--- src/rtl/lacc_data_responder.sv ---
// Memory-side responder for the lacc data channel: turns sequential read commands into
// raster memory addresses and returns the read data in order, one cycle after memory.
module lacc_data_responder #(
  parameter int ADDR_WIDTH      = 32,
  parameter int BUFFER_WIDTH    = 32,
  parameter int BUFFER_DEPTH    = 8,
  parameter int MAX_OUTSTANDING = 4
) (
  input  logic                            clk,
  input  logic                            rst_n,
  input  logic                            start,
  input  logic [ADDR_WIDTH-1:0]           base_addr_i,
  input  logic [15:0]                     row_pitch_i,
  input  logic [$clog2(BUFFER_WIDTH)-1:0] buffer_width_i,
  input  logic [$clog2(BUFFER_DEPTH)-1:0] buffer_depth_i,
  input  logic                            lacc_data_valid,
  output logic                            lacc_data_ready,
  output logic                            lacc_drsp_valid,
  output logic [31:0]                     lacc_drsp_rdata,
  output logic                            mem_req_valid,
  input  logic                            mem_req_ready,
  output logic [ADDR_WIDTH-1:0]           mem_req_addr,
  input  logic                            mem_rsp_valid,
  input  logic [31:0]                     mem_rsp_rdata,
  output logic                            busy,
  output logic                            done,
  output logic                            err
);

  localparam int XW = $clog2(BUFFER_WIDTH);
  localparam int YW = $clog2(BUFFER_DEPTH);
  localparam int OW = $clog2(MAX_OUTSTANDING + 1);

  typedef enum logic [1:0] {IDLE, RUN, DRAIN} state_t;

  state_t                state, state_nxt;
  logic [XW-1:0]         w_lat, x;
  logic [YW-1:0]         d_lat, y;
  logic [15:0]           pitch;
  logic [ADDR_WIDTH-1:0] addr, row_addr, pitch_ext;
  logic [OW-1:0]         outstanding;
  logic                  credit, issue, last_cmd, drain_done;

  assign pitch_ext       = ADDR_WIDTH'(pitch);
  assign credit          = outstanding < OW'(MAX_OUTSTANDING);
  assign lacc_data_ready = (state == RUN) & mem_req_ready & credit;
  assign mem_req_valid   = (state == RUN) & lacc_data_valid & credit;
  assign mem_req_addr    = addr;
  assign issue           = lacc_data_valid & lacc_data_ready;
  assign last_cmd        = (x == w_lat) & (y == d_lat);
  // Completion waits for the last word to leave the output register as well.
  assign drain_done      = (state == DRAIN) & (outstanding == '0) & ~lacc_drsp_valid;
  assign done            = drain_done;
  assign busy            = (state != IDLE);

  always_comb begin
    state_nxt = state;
    case (state)
      IDLE:    if (start) state_nxt = RUN;
      RUN:     if (issue && last_cmd) state_nxt = DRAIN;
      DRAIN:   if (drain_done) state_nxt = IDLE;
      default: state_nxt = IDLE;
    endcase
  end

  always_ff @(posedge clk or negedge rst_n) begin
    if (!rst_n) begin
      state           <= IDLE;
      w_lat           <= '0;
      d_lat           <= '0;
      pitch           <= '0;
      x               <= '0;
      y               <= '0;
      addr            <= '0;
      row_addr        <= '0;
      outstanding     <= '0;
      lacc_drsp_valid <= 1'b0;
      lacc_drsp_rdata <= '0;
      err             <= 1'b0;
    end else begin
      state <= state_nxt;

      if (state == IDLE && start) begin
        w_lat    <= buffer_width_i;
        d_lat    <= buffer_depth_i;
        pitch    <= row_pitch_i;
        x        <= '0;
        y        <= '0;
        addr     <= base_addr_i;
        row_addr <= base_addr_i;
        err      <= 1'b0;
      end else if (issue) begin
        if (x != w_lat) begin
          x    <= x + 1'b1;
          addr <= addr + ADDR_WIDTH'(4);
        end else begin
          x        <= '0;
          y        <= y + 1'b1;
          row_addr <= row_addr + pitch_ext;
          addr     <= row_addr + pitch_ext;
        end
      end

      // A response with nothing outstanding is flagged rather than underflowing.
      case ({issue, mem_rsp_valid})
        2'b10:   outstanding <= outstanding + 1'b1;
        2'b01:   if (outstanding != '0) outstanding <= outstanding - 1'b1;
        default: ;
      endcase

      if ((mem_rsp_valid && outstanding == '0) || (state == DRAIN && lacc_data_valid))
        err <= 1'b1;

      lacc_drsp_valid <= mem_rsp_valid;
      if (mem_rsp_valid) lacc_drsp_rdata <= mem_rsp_rdata;
    end
  end

endmodule

--- config.mk ---
export PLATFORM = sky130hd
export DESIGN_NAME = lacc_data_responder
export DESIGN_NICKNAME = d
export VERILOG_FILES = /design/src/rtl/lacc_data_responder.sv
export SDC_FILE = /design/constraint.sdc
export NUM_CORES = 1
export LEC_CHECK = 0
export ABC_AREA = 1
export CORE_MARGIN = 2
export CORE_UTILIZATION = 30
export DETAILED_ROUTE_END_ITERATION = 8
export SLEW_MARGIN = 20
export SYNTH_ARGS = -nofsm -noshare
export SYNTH_HDL_FRONTEND = slang
export SYNTH_SLANG_ARGS = --single-unit
export TNS_END_PERCENT = 100
--- constraint.sdc ---
create_clock -name clk -period 2.2 [get_ports clk]
set_input_delay 0.33 -clock clk [delete_from_list [all_inputs] [get_ports clk]]
set_output_delay 0.33 -clock clk [all_outputs]
set_load 0.01 [all_outputs]
==> impl_metrics.tcl <==
set metrics [dict create \
    diodes 0 \
    p_total_mw 15.95 \
    drive_above_1_share_pct 12.25 \
    multi_input_area_um2 4667 \
    ff2ff_setup_slack_ns 0.08 \
    place_hpwl_um 23330 \
    grt_util_all_layers_pct 19.99 \
    wl_per_cell_um 16.48 \
    grt_pass1_vias 8817 \
    antenna_found_initial 0 \
    critPathMaxFanout 4 \
    grt_pass1_wl_um 47350 \
    area.growth.synth_to_final_pct 36.98 \
    clk_latency_ns 0.44 \
    maxSlewHeadroom_pct 65.72 \
    p_leak_nw 5.749 \
    utilization_pct 42.06 \
    ys_top_cells_by_area "dfrtp_1 (39%), nand2_1 (18%), inv_1 (6.0%)" \
    grt-ovfl-total 0 \
    drt-total-wl_um 29780 \
    path_class "reg -> reg" \
    num_rows 61 \
    rr_worst_depth 10 \
    fin_crit_sh_pct 96.32 \
    io_pins 164 \
    crit_end "mem_req_addr[8]" \
    finalHoldViolCount 0 \
    cts_buffer_depth 2 \
    status "finished clean" \
    synth_ff_type "dfrtp_1" \
    syn-num-nets 1329 \
    hold_ws_ns 0.4086 \
    netlist_top_cells_count "nand2_1 (405), inv_1 (138), dfrtp_1 (135)" \
    synth_edf_count 0 \
    synthCells 1214 \
    fin_crit_ns 2.119 \
    cp-startpoint "pitch[5]" \
    synth_fa_ha_area_share_pct 3.230 \
    max-cap-violations 0 \
    yosysSeqAreaShare_pct 39.28 \
    synth_top_family_by_area "simple AND/OR/NAND/NOR gates" \
    fp.dieW_um 173.3 \
    die_h_um 173.3 \
    ys_seq_elements 135 \
    tightest_slew_ns 0.5141 \
    cts_root_buf "clkbuf_16" \
    vdd.ir_drop.worst_uv 557.8 \
    hold_class "in -> async" \
    avgSynthCellArea_um2 7.084 \
    vias 8734 \
    synth_top_area_share_pct 39.28 \
    regArea_um2 3378 \
    cts_max_level 4 \
    crit-reg2reg-launch "pitch[5]" \
    clock.fmax_mhz 471.9 \
    numClockSinks 135 \
    endpoint_kind "register" \
    synth_mux_area_share_pct 4.190 \
    grt_max_degree 47 \
    cts_setup_buffers 0 \
    clk_pin_slew_ns 0.07 \
    power.density_nw_per_um2 1354 \
    yosys.area.top_type "dfrtp_1" \
    gp_congestion 0.9305 \
    dieArea_um2 30030 \
    cts_tree "yes" \
    first_iter_violations 620 \
    drtAntennaViolNets 0 \
    start_kind "register" \
    synth-compound-area-share_pct 8.337 \
    rsz0062_at_grt "yes" \
    initial_utilization_pct 30.70 \
    synthArstFlopShare_pct 100.0 \
    synth_most_common_cell "nand2_1" \
    synth_cell_types 45 \
    fp.coreArea_um2 28010 \
    setup_viol_count_final 0 \
    r2r-end "mem_req_addr[8]" \
    drc 0 \
    synth_area_um2 8599 \
    first_pass_iters 5 \
    io_buffers 163 \
    cts_buffers 17 \
    vias_per_cell 4.833 \
    synthSimpleGateAreaFrac_pct 33.64 \
    nets 1531 \
    synthXorXnorAreaFrac_pct 3.055 \
    fillers 2859 \
    finalMaxSlewViolations 0 \
    crit_required_ns 2.51 \
    skew_ns 0.01807 \
    yosys_warnings 0 \
    cp.arrival_ns 2.43 \
]
report_power, final:
part           internal [mW]  leakage (nW)  switching (mW)  total, mW
Clock                   1.64         0.288            1.29       2.93
Combinational           3.54          3.86            5.08       8.62
Sequential              3.37          1.60            1.03       4.40
Total                   8.56          5.75            7.39       16.0
routing by layer:
| metal | part of all wire, % | wire, µm | global-route usage (%) |
|---|---|---|---|
| met1 | 43 | 12950 | 25.06 |
| met2 | 47 | 14040 | 33.67 |
| met3 | 6.7 | 1989 | 4.912 |
| met4 | 2.7 | 804 | 6.674 |
| met5 | 0 | 0 | 0 |
kinds of logic after synthesis:
family                   after synthesis
buffers and inverters                175
XOR/XNOR                              30
adder cells (fa/ha/maj)               21
AO/OA/AOI/OAI                        129
flip-flops                           135
multiplexers                          32
AND/OR/NAND/NOR                      692
cell usage in the layout (no fill, tap or decap), drive strengths merged, types with 3 or more instances in the layout:
cell type      instances
clkbuf                18
dfrtp                135
or2                    3
nor4                   4
o21ai                 34
buf                   53
a21oi                 62
o211ai                 8
mux2                  32
nand3b                 6
clkdlybuf4s50        161
nand4                 11
a31oi                 16
inv                  151
nand3                101
nand2                409
xor2                  20
nor2                 138
xnor2                 10
and2                   3
nor3                  16
ha                    19
state kept, by name, summed over array words and instances (netlist names):
name and flops:
lacc_drsp_valid 1, outstanding 3, pitch 16, err 1
state 2, d_lat 3, row_addr 32, lacc_drsp_rdata 32
x 5, y 3, w_lat 5, mem_req_addr 32
layout make-up:
class | count | share of cell area, %
multi-input combinational | 904 | 39.62
tap | 378 | 4.015
clock buffer | 18 | 3.728
clock inverter | 14 | 1.306
inverter | 142 | 4.525
sequential | 135 | 28.68
timing repair buffer | 216 | 18.13
metrics by stage:
| stage | area, µm² | setup slack [ns] | instances | setup TNS (ns) |
|---|---|---|---|---|
| floorplan | 8600 | 0.3369 | 1214 | 0 |
| global placement | 11020 | -0.007886 | 1774 | -0.007886 |
| detailed placement | 11020 | -0.02672 | 1774 | -0.02672 |
| CTS | 11640 | 0.01798 | 1807 | 0 |
| global route | 11780 | -0.05098 | 1807 | -0.1081 |
| finish | 11780 | 0.08103 | 1807 | 0 |
worst max-delay path: stages, from the launching register on:
cell	delay [ns]
dfrtp_1	0.39
ha_1	0.33
buf_4	0.16
a21oi_2	0.23
nor2_1	0.08
nor2_1	0.14
nand2_2	0.10
xnor2_1	0.25
nor3_1	0.08
o21ai_0	0.18
inv_1	0.07
repair_timing:
action,in CTS,in global routing
hold endpoints to repair,42,0
setup endpoints to repair,2,35
gates resized for setup,3,35
hold buffers,1,0
pin swaps,0,1
how the worst min path moves through the flow:
stage	start	end	cells after the start	slack, ns
6_report	rst_n	mem_req_addr[17]	2	0.41
5_1_grt	rst_n	mem_req_addr[25]	2	0.45
4_1_cts	rst_n	mem_req_addr[17]	2	0.42
3_5_place_dp	rst_n	mem_req_addr[17]	1	0.32
3_3_place_gp	rst_n	mem_req_addr[17]	1	0.32
2_1_floorplan	rst_n	d_lat[0]	0	0.03
No activity file was read; power rests on OpenSTA's default activity.
